## src/rtl/alu_op_sequencer_if.sv

```systemverilog
// Bundle between the test harness (master) and the ALU op sequencer (slave).
// The step signal exists only when ALU_SEQ_STEP_EN is defined.
interface alu_op_sequencer_if #(
   parameter int FUNC_W = 4,
   parameter int RA_W   = 4,
   parameter int DEPTH  = 16,
   parameter int PC_W   = $clog2(DEPTH)
);
   localparam int INSTR_W = FUNC_W + 3*RA_W;

   // Handshake: the caller raises start for one cycle while busy=0; busy stays
   // high for the whole run and done pulses for one cycle once it has finished.
   logic               prog_we;
   logic [PC_W-1:0]    prog_addr;
   logic [INSTR_W-1:0] prog_data;
   logic [PC_W:0]      prog_len;
   logic               start;
`ifdef ALU_SEQ_STEP_EN
   logic               step;
`endif
   logic               busy;
   logic               done;
   logic [PC_W-1:0]    pc;
   logic [FUNC_W-1:0]  alu_func;
   logic [RA_W-1:0]    rd_addr;
   logic [RA_W-1:0]    rs1_addr;
   logic [RA_W-1:0]    rs2_addr;
   logic               reg_we;
   logic [2:0]         fsm_state;

   modport master (
`ifdef ALU_SEQ_STEP_EN
      output step,
`endif
      output prog_we, prog_addr, prog_data, prog_len, start,
      input  busy, done, pc, alu_func, rd_addr, rs1_addr, rs2_addr, reg_we, fsm_state
   );

   modport slave (
`ifdef ALU_SEQ_STEP_EN
      input  step,
`endif
      input  prog_we, prog_addr, prog_data, prog_len, start,
      output busy, done, pc, alu_func, rd_addr, rs1_addr, rs2_addr, reg_we, fsm_state
   );
endinterface

```

## src/rtl/alu_op_sequencer.sv

```systemverilog
// Loadable-program micro-sequencer driving REG_BANK addresses and K_ALU_32 function codes.
// Optional single-step gating between instructions is enabled by defining ALU_SEQ_STEP_EN.
module alu_op_sequencer #(
   parameter int                FUNC_W    = 4,
   parameter int                RA_W      = 4,
   parameter int                DEPTH     = 16,
   parameter int                PC_W      = $clog2(DEPTH),
   parameter logic [FUNC_W-1:0] HALT_FUNC = 4'b1111
) (
   input logic               clk,
   input logic               rst,
   alu_op_sequencer_if.slave bus
);
   localparam int INSTR_W = FUNC_W + 3*RA_W;

   typedef enum logic [2:0] {
      S_IDLE  = 3'd0,
      S_FETCH = 3'd1,
      S_EXEC  = 3'd2,
      S_WB    = 3'd3,
      S_DONE  = 3'd4
   } state_t;

   state_t             state_q;
   state_t             state_d;
   logic [INSTR_W-1:0] mem [DEPTH];
   logic [INSTR_W-1:0] ir;
   logic [PC_W-1:0]    pc_q;
   logic [PC_W:0]      len_q;
   logic               reg_we_q;
   logic               busy;
   logic               is_halt;
   logic               last;
   logic               step_ok;
   logic               launch;

`ifdef ALU_SEQ_STEP_EN
   assign step_ok = bus.step;
`else
   assign step_ok = 1'b1;
`endif

   assign busy    = (state_q == S_FETCH) || (state_q == S_EXEC) || (state_q == S_WB);
   assign is_halt = (ir[INSTR_W-1 -: FUNC_W] == HALT_FUNC);
   // len_q is never 0 inside a run, so len_q-1 cannot underflow here.
   assign last    = ({1'b0, pc_q} == (len_q - 1'b1));
   assign launch  = (state_q == S_IDLE) && bus.start && (bus.prog_len != '0);

   always_comb begin
      state_d = state_q;
      case (state_q)
         S_IDLE: begin
            if (bus.start) state_d = (bus.prog_len != '0) ? S_FETCH : S_DONE;
         end
         S_FETCH: state_d = S_EXEC;
         S_EXEC:  state_d = is_halt ? S_DONE : S_WB;
         S_WB: begin
            if (last)         state_d = S_DONE;
            else if (step_ok) state_d = S_FETCH;
         end
         S_DONE:  state_d = S_IDLE;
         default: state_d = S_IDLE;
      endcase
   end

   always_ff @(posedge clk or negedge rst) begin
      if (!rst) begin
         state_q  <= S_IDLE;
         ir       <= '0;
         pc_q     <= '0;
         len_q    <= '0;
         reg_we_q <= 1'b0;
      end else begin
         state_q  <= state_d;
         // Write enable only on entry to WB, so a step-stalled WB does not rewrite.
         reg_we_q <= (state_d == S_WB) && (state_q != S_WB);
         if (launch) begin
            len_q <= bus.prog_len;
            pc_q  <= '0;
         end
         if (state_q == S_FETCH) ir <= mem[pc_q];
         if ((state_q == S_WB) && !last && step_ok) pc_q <= pc_q + 1'b1;
      end
   end

   // Program memory is not reset; loads are refused while a run is in flight.
   always_ff @(posedge clk) begin
      if (bus.prog_we && !busy) mem[bus.prog_addr] <= bus.prog_data;
   end

   assign bus.busy      = busy;
   assign bus.done      = (state_q == S_DONE);
   assign bus.pc        = pc_q;
   assign bus.reg_we    = reg_we_q;
   assign bus.alu_func  = ir[INSTR_W-1 -: FUNC_W];
   assign bus.rd_addr   = ir[3*RA_W-1 -: RA_W];
   assign bus.rs1_addr  = ir[2*RA_W-1 -: RA_W];
   assign bus.rs2_addr  = ir[RA_W-1:0];
   assign bus.fsm_state = state_q;
endmodule

```

## src/flat_wrapper.sv

```systemverilog
// flat-port wrapper written by rule: the top's interface ports become plain ports
module alu_op_sequencer_flat 
#(
   parameter int                FUNC_W    = 4,
   parameter int                RA_W      = 4,
   parameter int                DEPTH     = 16,
   parameter int                PC_W      = $clog2(DEPTH),
   parameter logic [FUNC_W-1:0] HALT_FUNC = 4'b1111
)
  (clk, rst, bus_prog_we, bus_prog_addr, bus_prog_data, bus_prog_len, bus_start, bus_busy, bus_done, bus_pc, bus_alu_func, bus_rd_addr, bus_rs1_addr, bus_rs2_addr, bus_reg_we, bus_fsm_state);
  alu_op_sequencer_if #(.FUNC_W(FUNC_W), .RA_W(RA_W), .DEPTH(DEPTH), .PC_W(PC_W)) bus_i ();
  input logic clk;
  input logic rst;
  input wire logic [$bits(bus_i.prog_we)-1:0] bus_prog_we;
  input wire logic [$bits(bus_i.prog_addr)-1:0] bus_prog_addr;
  input wire logic [$bits(bus_i.prog_data)-1:0] bus_prog_data;
  input wire logic [$bits(bus_i.prog_len)-1:0] bus_prog_len;
  input wire logic [$bits(bus_i.start)-1:0] bus_start;
  output wire logic [$bits(bus_i.busy)-1:0] bus_busy;
  output wire logic [$bits(bus_i.done)-1:0] bus_done;
  output wire logic [$bits(bus_i.pc)-1:0] bus_pc;
  output wire logic [$bits(bus_i.alu_func)-1:0] bus_alu_func;
  output wire logic [$bits(bus_i.rd_addr)-1:0] bus_rd_addr;
  output wire logic [$bits(bus_i.rs1_addr)-1:0] bus_rs1_addr;
  output wire logic [$bits(bus_i.rs2_addr)-1:0] bus_rs2_addr;
  output wire logic [$bits(bus_i.reg_we)-1:0] bus_reg_we;
  output wire logic [$bits(bus_i.fsm_state)-1:0] bus_fsm_state;
  assign bus_i.prog_we = bus_prog_we;
  assign bus_i.prog_addr = bus_prog_addr;
  assign bus_i.prog_data = bus_prog_data;
  assign bus_i.prog_len = bus_prog_len;
  assign bus_i.start = bus_start;
  assign bus_busy = bus_i.busy;
  assign bus_done = bus_i.done;
  assign bus_pc = bus_i.pc;
  assign bus_alu_func = bus_i.alu_func;
  assign bus_rd_addr = bus_i.rd_addr;
  assign bus_rs1_addr = bus_i.rs1_addr;
  assign bus_rs2_addr = bus_i.rs2_addr;
  assign bus_reg_we = bus_i.reg_we;
  assign bus_fsm_state = bus_i.fsm_state;
  alu_op_sequencer #(.FUNC_W(FUNC_W), .RA_W(RA_W), .DEPTH(DEPTH), .PC_W(PC_W), .HALT_FUNC(HALT_FUNC)) u_core (.clk(clk), .rst(rst), .bus(bus_i));
endmodule
```

## config.mk

```make
export PLATFORM = sky130hd
export DESIGN_NAME = alu_op_sequencer_flat
export DESIGN_NICKNAME = d
export VERILOG_FILES = /design/src/rtl/alu_op_sequencer_if.sv /design/src/rtl/alu_op_sequencer.sv /design/src/flat_wrapper.sv
export SDC_FILE = /design/constraint.sdc
export NUM_CORES = 1
export LEC_CHECK = 0
export BUFFER_PORTS_ARGS = -buffer_cell sky130_fd_sc_hd__buf_2
export CORE_UTILIZATION = 61
export DETAILED_ROUTE_END_ITERATION = 6
export HOLD_SLACK_MARGIN = 0.06
export PLACE_DENSITY = 0.86
export SLEW_MARGIN = 20
export SYNTH_ARGS = -nofsm -noshare
export SYNTH_HDL_FRONTEND = slang
export SYNTH_SLANG_ARGS = --single-unit
export TNS_END_PERCENT = 20
```

## constraint.sdc

```tcl
create_clock -name clk -period 3.8 [get_ports clk]
set_clock_uncertainty 0.05 [all_clocks]
set_input_delay 0.57 -clock clk [delete_from_list [all_inputs] [get_ports clk]]
set_output_delay 0.57 -clock clk [all_outputs]
set_load 0.005 [all_outputs]
```

* Word level (Yosys, flattened, before mapping)
Memories as Yosys holds them, arrays and structs flattened. A register that Yosys moved wholly into a read port is not among the register bits.
Cells that the tools add are included.
** Storage, ports and cells
- Register bits :: 13
- Bits in writable memories :: 256
- Input port bits :: 29
- Memories kept :: 1
** Memory list
- u_core.mem :: depth 16, width 16, rd ports 1, clocked after Yosys merged registers in 1, wr ports 1, line alu_op_sequencer.sv:26 : logic [INSTR_W-1:0] mem [DEPTH];
** Cells by class
- Add/subtract/negate cells :: 2
- Equal/unequal tests :: 8
- Mux-type cells :: 9
- Reductions and logical operators :: 13
** Operator list (number)
- 3-bit 2-to-1 mux :: 4
- 3-bit one-hot mux with 4 select lines :: 1
- 3-bit by 2-bit equality test with 1-bit output, second input constant :: 3
- 4-bit 2-to-1 mux :: 2
- 4-bit by 5-bit equality test with 1-bit output :: 1
- 1-bit logical AND :: 5
- 5-bit nonzero test :: 1
- 5-bit by 1-bit subtractor with 5-bit output, second input constant :: 1
- 4-bit by 1-bit adder with 4-bit output, second input constant :: 1
- 4-bit equality test, second input constant :: 1
- 3-bit by 1-bit equality test with 1-bit output, second input constant :: 1
- 3-bit equality test, second input constant :: 1
- 1-bit logical NOT :: 3
- 3-bit logical NOT :: 1
- 3-bit by 2-bit != test with 1-bit output, second input constant :: 1
- 1-bit logical OR :: 2
- 1-bit 2-to-1 mux :: 2
- 2-bit nonzero test :: 1

* Logic depth before layout (Yosys ltp)
Gate-level depths: netlist of run 1.
- Depth in word-level cells :: 7
- Gate-level depth with buffers :: 7
- Mapped depth without buffers :: 7

* Worst setup path after synthesis of run 1
Ideal clock, no wire load.
- Kind :: reg-to-reg
- Start point :: register u_core.state_q[0], in the netlist u_core.bus.fsm_state[0]
- End point :: memory u_core.mem[4][0] (netlist bit) (enable)
- Library setup time :: 0.409 ns
- Arrival :: 2.372 ns
- Path slack :: 0.969 ns
- Cell stages (with the launch flop) :: 5
- Path through :: dfrtp_1 > nor2_1 > o21ai_0 > or3b_2 > nor3_1
** On the way
- Word-level cells in the longest chain between the ends :: 7
- Elaborated cells between the ends (all ways) :: 9
- Those cells by class :: eq/ne (3); mux (2); reduce/logical (4)
** Ends and longest elaborated chain
- start, declared :: line alu_op_sequencer.sv:24 : state_t state_q;
- start signal, assigned :: line alu_op_sequencer.sv:74 : state_q <= state_d;
- 3-bit by 1-bit equality test with 1-bit output or 3-bit by 2-bit equality test with 1-bit output (tied branches) :: line alu_op_sequencer.sv:43 : assign busy = (state_q == S_FETCH) || (state_q == S_EXEC) || (state_q == S_WB);
- 1-bit logical OR :: line alu_op_sequencer.sv:43
- 1-bit logical OR * :: line alu_op_sequencer.sv:43
- 1-bit logical NOT * :: line alu_op_sequencer.sv:88 : if (bus.prog_we && !busy) mem[bus.prog_addr] <= bus.prog_data;
- 1-bit logical AND * :: line alu_op_sequencer.sv:88
- 1-bit 2-to-1 mux * :: line alu_op_sequencer.sv:88
- 1-bit 2-to-1 mux (not written as such) * :: line alu_op_sequencer.sv:88
- end, declared :: line alu_op_sequencer.sv:26
Mark *: on every way between the ends. The rest lies on a longest branch, timed or not.

* Worst setup path after layout of run 1
- Start point :: register u_core.state_q[0], in the netlist u_core.bus.fsm_state[0]
- End point :: memory u_core.mem[2][9] (netlist bit) (enable)
Same word-level chain as after synthesis.

==> reports/results.ini, run 1 <==
[synthesis]
synth_cells=528
synth_edf_count=256
ys_seq_area_frac=0.756
synth-main-ff-cell=edfxtp_1
ys_ff_latch=285
ys_warn_count=0
netlist-cell-type-count=41
avgSynthCellArea_um2=21.1
synth_fp_nets=559
syn-cell-area_um2=11100
async_reset_ff_frac=0.102

[clock_network]
root_buffer=clkbuf_16
htreeDepth=1
cts_tree=done
cts_resized=0
clock_latency_ns=0.53
cts_sinks=285
cts_buffers=27
cts_max_path_buffers=3
cts_setup_buffers=0
clk_pin_slew_ns=0.06
holdBufCountCts=0

[worst_setup_path]
r2r-start=u_core.bus.fsm_state[0]
endpoint_kind=register
rr_endpoint=u_core.mem[2][9]
r2r_slack_ns=1.03
crit_arrival_ns=2.96
critPathMaxFanout=9
cp.required_ns=3.98
r2r_cells=5
start_kind=register
critical_path_class=reg2reg

[place]
gp_congestion=0.761
portBuffers=54
pre_cts_ws_ns=1.09
hpwlAfterDp_mm=14.3

[sta]
max_slew.worst_pin.slew_ns=1.04
period_needed_ns=2.77
maxSlewHeadroom=0.305
setup_ws_ns=1.03
rsz0062_at_grt=no
max_freq_mhz=361
setup_viol=0
slew_viol_final=0
finalSetupTns_ns=0
hold_viol_final=0
timing.hold.ws_ns=0.0657
finalCritPeriodShare=0.729

[routing]
drtIter0Drc=663
totalWireLength_mm=25.5
ant_nets=0
wire_per_inst_um=29.8
drc=0
routed_via_density=6.94
vias=5944
first_pass_iters=5

[grt]
grt_pass1_vias=6040
antenna_found_initial=0
grt_overflow_total=0
grt_usage=0.288
grt_start_max_net_pins=59
grt_pass1_wl_mm=37.6

[die]
die_w_um=137
fp-row-count=49
die_h_um=137
die_area_um2=18800
io_pins=55
core_region_area_um2=17900
start_util=0.622

[cells_and_area]
fin_nets=639
final_cell_mix=256 x edfxtp_1, 62 x mux4_2, 54 x buf_2
final_common_cell=edfxtp_1
n_antenna_cell=0
area_delta_synth_final_pct=14.0
drive_above_1_share=0.349

[power]
peakVddDrop_mv=0.565
powerDensity_nw_per_um2=685
leakagePower_nw=4.20

[job]
cap_viol_max_count=0

[min_path]
hold_path_class=in2async

[status]
status=complete, no violations

-- Yosys cell counts (all sizes together) (2+ instances only) --
| cell type | instances | area share |
|---|---|---|
| a21oi | 2 | 0.00090 |
| a221o | 16 | 0.014 |
| a22o | 3 | 0.0024 |
| buf | 19 | 0.012 |
| clkbuf | 7 | 0.0024 |
| dfrtp | 29 | 0.065 |
| edfxtp | 256 | 0.69 |
| ha | 2 | 0.0022 |
| inv | 5 | 0.0017 |
| mux2 | 16 | 0.016 |
| mux2i | 16 | 0.014 |
| mux4 | 64 | 0.13 |
| nand2 | 12 | 0.0040 |
| nand2b | 5 | 0.0028 |
| nand3 | 3 | 0.0013 |
| nand3b | 2 | 0.0013 |
| nor2 | 20 | 0.0070 |
| nor3 | 24 | 0.011 |
| o211ai | 2 | 0.0013 |
| o21ai | 4 | 0.0018 |
| or3b | 3 | 0.0024 |
| xnor2 | 3 | 0.0024 |
| xor2 | 2 | 0.0016 |
-- per-stage QoR --
| stage | utilization | cells | power (mW) | cell area, um^2 |
|---|---|---|---|---|
| floorplan | - | 528 | 5.33 | 11100 |
| global placement | 0.657 | 808 | 5.79 | 11800 |
| detailed placement | 0.657 | 808 | 5.91 | 11800 |
| CTS | 0.709 | 857 | 8.72 | 12700 |
| global route | 0.709 | 857 | 8.99 | 12700 |
| finish | 0.709 | 857 | 8.70 | 12700 |
-- cell type report --
type | instances | area (um^2)
clock inverter | 15 | 191
multi-input combinational | 212 | 2580
inverter | 5 | 18.8
tap | 229 | 287
sequential | 285 | 8420
timing repair buffer | 77 | 455
fill | 1026 | 5210
clock buffer | 34 | 742
-- flip-flops by register name, summed over array words and instances (netlist names) --
| name | count |
|---|---|
| u_core.bus.fsm_state | 3 |
| u_core.bus.pc | 4 |
| u_core.bus.reg_we | 1 |
| u_core.ir | 16 |
| u_core.len_q | 5 |
| u_core.mem | 256 |
-- metal layers --
| metal | vias up | GRT usage | wire, um |
|---|---|---|---|
| met5 | - | 0 | 0 |
| met4 | 0 | 0.124 | 876 |
| met3 | 75 | 0.0604 | 2590 |
| met2 | 423 | 0.456 | 12400 |
| met1 | 3086 | 0.394 | 9630 |
| li1 | 2360 | - | - |
-- worst max-delay path, cell delays in order (launching register included) --
cell     delay (ns)
dfrtp_1        0.47
nor2_1         0.45
o21ai_0        0.24
or3_1          0.43
nor2_1         0.54
buf_4          0.30
-- worst max path at each step --
| stage | from | endpoint | slack [ns] |
|---|---|---|---|
| 3_5_place_dp | u_core.bus.fsm_state[0] | u_core.mem[2][9] | 1.09 |
| 2_1_floorplan | u_core.bus.fsm_state[0] | u_core.mem[4][0] | 0.97 |
| 3_3_place_gp | u_core.bus.fsm_state[0] | u_core.mem[2][9] | 1.27 |
| 6_report | u_core.bus.fsm_state[0] | u_core.mem[2][9] | 1.03 |
| 5_1_grt | u_core.bus.fsm_state[0] | u_core.mem[2][9] | 0.82 |
| 4_1_cts | u_core.bus.fsm_state[0] | u_core.mem[0][7] | 1.08 |
-- cell families after synthesis --
kind of cell | after synthesis | share of synthesized area
xor+xnor | 5 | 0.00393
simple gates | 77 | 0.0358
fa+ha+maj | 2 | 0.00225
mux | 96 | 0.161
compound gates | 32 | 0.0258
flops | 285 | 0.756
buf+inv | 31 | 0.0160
-- power breakdown --
part,internal (mW),total [mW],switching [mW]
sequential,3.62,3.92,0.305
clock,1.66,2.80,1.14
combinational,1.02,1.98,0.966
total,6.29,8.70,2.41
No activity file was read; power rests on OpenSTA's default activity.
==> inputs of run 2 (changes only) <==
Clock period 3.8 ns to 2.7 ns, I/O delays scaled along.
==> run 2 against run 1 <==
  * Sequential share of layout area is 0.33 points lower
  * Largest cell class unchanged
  * Utilization rose by 0.33 points
  * Flip-flop and latch count stayed put
  * Critical endpoint is now u_core.ir[7]
  * Largest power group unchanged
  * Routed wire length up 0.59%
  * Clock power increased by 39%
  * Critical path depth shrank 1
  * Critical path type unchanged
  * Worst setup slack lost 0.64 ns
==> reports/results.ini, run 2 (same netlist as run 1, synthesis figures left out) <==
[cells_and_area]
largestRegisters=u_core.mem x256, u_core.ir x16, u_core.len_q x5
drive_above_1_share=0.348  ; -0.00117
fin_nets=645  ; +0.94%
final_common_cell=edfxtp_1
area_delta_synth_final_pct=14.5
largest_reg_flops=256  ; unchanged
design_area_um2=12800  ; +0.46%
multi_input_area_um2=2570  ; -0.19%
regMostFlops=u_core.mem
nFillCells=970  ; -5.5%
utilization=0.712  ; +0.00328
finalNonFillerCells=863  ; +0.70%
final_cell_mix=256 x edfxtp_1, 62 x mux4_2, 54 x buf_2
ff_latch_area_um2=8420  ; about the same

[min_path]
hold_path_class=in2reg

[worst_setup_path]
critPathMaxFanout=19  ; +10
r2r_slack_ns=0.39  ; -0.64 ns
rr_endpoint=u_core.ir[7]
startpoint=u_core.bus.pc[0]
endpoint_kind=register
r2r-start=u_core.bus.pc[0]
r2r_cells=4  ; -1
critical_path_class=reg2reg
endpoint=u_core.ir[7]
start_kind=register
crit_arrival_ns=2.68  ; -0.28 ns
cp.required_ns=3.07  ; -0.91 ns

[routing]
ant_nets=0  ; unchanged
drc=0  ; unchanged
wire_per_inst_um=29.8  ; -0.11%
vias=5906  ; -0.64%
first_pass_iters=5  ; unchanged
drtIter0Drc=767  ; +16%
totalWireLength_mm=25.7  ; +0.59%
routed_via_density=6.84  ; -1.3%

[grt]
grt_pass1_wl_mm=37.2  ; -1.2%
antenna_found_initial=2  ; +2
grt_pass1_vias=5778  ; -4.3%
grt_start_max_net_pins=68  ; +15%
grt_overflow_total=0  ; unchanged
grt_usage=0.286  ; -0.00165

[power]
powerDensity_nw_per_um2=959  ; +40%
leakagePower_nw=4.24  ; +0.81%
peakVddDrop_mv=0.554  ; -1.9%
power_mw=12.2  ; +41%

[sta]
maxSlewHeadroom=0.481  ; +0.176
setup_viol=0  ; unchanged
rsz0062_at_grt=no
max_freq_mhz=433  ; +20%
hold_viol_final=0  ; unchanged
max_slew.worst_pin.slew_ns=0.778  ; -0.263 ns
timing.hold.ws_ns=0.0726  ; +0.00688 ns
slew_viol_final=0  ; unchanged
period_needed_ns=2.31  ; -0.461 ns
finalCritPeriodShare=0.856  ; +0.126

[clock_network]
root_buffer=clkbuf_16
cts_buffers=27  ; unchanged
cts_setup_buffers=0  ; unchanged
cts_max_path_buffers=3  ; unchanged
cts_tree=done
clock_latency_ns=0.53  ; about the same
cts_sinks=285  ; unchanged
cts_resized=0  ; unchanged
htreeDepth=1  ; unchanged
clk_pin_slew_ns=0.06  ; about the same
holdBufCountCts=1  ; +1

[die]
die_h_um=137  ; unchanged
die_w_um=137  ; unchanged
fp-row-count=49  ; unchanged
core_region_area_um2=17900  ; unchanged
start_util=0.622  ; unchanged
die_area_um2=18800  ; unchanged
io_pins=55  ; unchanged

[place]
dp.cells=813  ; +0.62%
dpl-instance-area_um2=11800  ; +0.60%
hpwlAfterDp_mm=13.8  ; -3.2%
gp_congestion=0.764  ; +0.45%
portBuffers=54  ; unchanged

[job]
cap_viol_max_count=0  ; unchanged

[status]
status=complete, no violations

==> run 2: cell types whose count changed in the layout (fill, tap and decap cells not counted), sizes merged <==
cell	before	now
clkbuf	34	35
inv	6	5
buf	77	82
dlygate4sd3	0	1
clkinvlp	3	2
diode	0	1
==> run 2: metrics by stage <==
stage | setup TNS, ns | setup WS [ns]
2_1_floorplan | -0.143 | -0.00893
3_3_place_gp | 0 | 0.475
3_5_place_dp | 0 | 0.418
4_1_cts | 0 | 0.382
5_1_grt | 0 | 0.314
6_report | 0 | 0.389
==> run 2: layer usage <==
metal	part of all wire	wire length, um	global-route usage
met1	0.38	9890	0.410
met2	0.48	12400	0.446
met3	0.10	2650	0.0593
met4	0.028	707	0.0940
met5	0.00051	13	0
==> run 2: cell type report <==
type                       count  share of cell area
timing repair buffer          83              0.0424
antenna                        1            0.000196
tap                          229              0.0225
clock inverter                13              0.0138
inverter                       5             0.00147
multi-input combinational    212               0.202
sequential                   285               0.660
clock buffer                  35              0.0577
==> run 2: worst min-delay path by stage <==
stage	slack, ns	to	cells past startpoint	start
detailed placement	0.45	u_core.ir[10]	1	u_core.ir[10]
CTS	0.07	u_core.len_q[1]	3	bus_prog_len[1]
global placement	0.44	u_core.len_q[1]	2	u_core.len_q[1]
finish	0.07	u_core.len_q[1]	3	bus_prog_len[1]
global route	0.07	u_core.len_q[1]	3	bus_prog_len[1]
floorplan	0.06	u_core.bus.fsm_state[0]	0	rst
==> run 2: critical path, stage by stage (launching register included) <==
cell     delay (ns)
dfrtp_4        0.63
buf_12         0.25
mux4_1         0.63
mux2_2         0.30
a221o_1        0.33
==> run 2: power by group <==
part / total (mW) / internal (mW) / switching (mW)
logic: 2.96 / 1.49 / 1.47
clock network: 3.88 / 2.30 / 1.58
registers: 5.39 / 5.09 / 0.296
total: 12.2 / 8.88 / 3.35
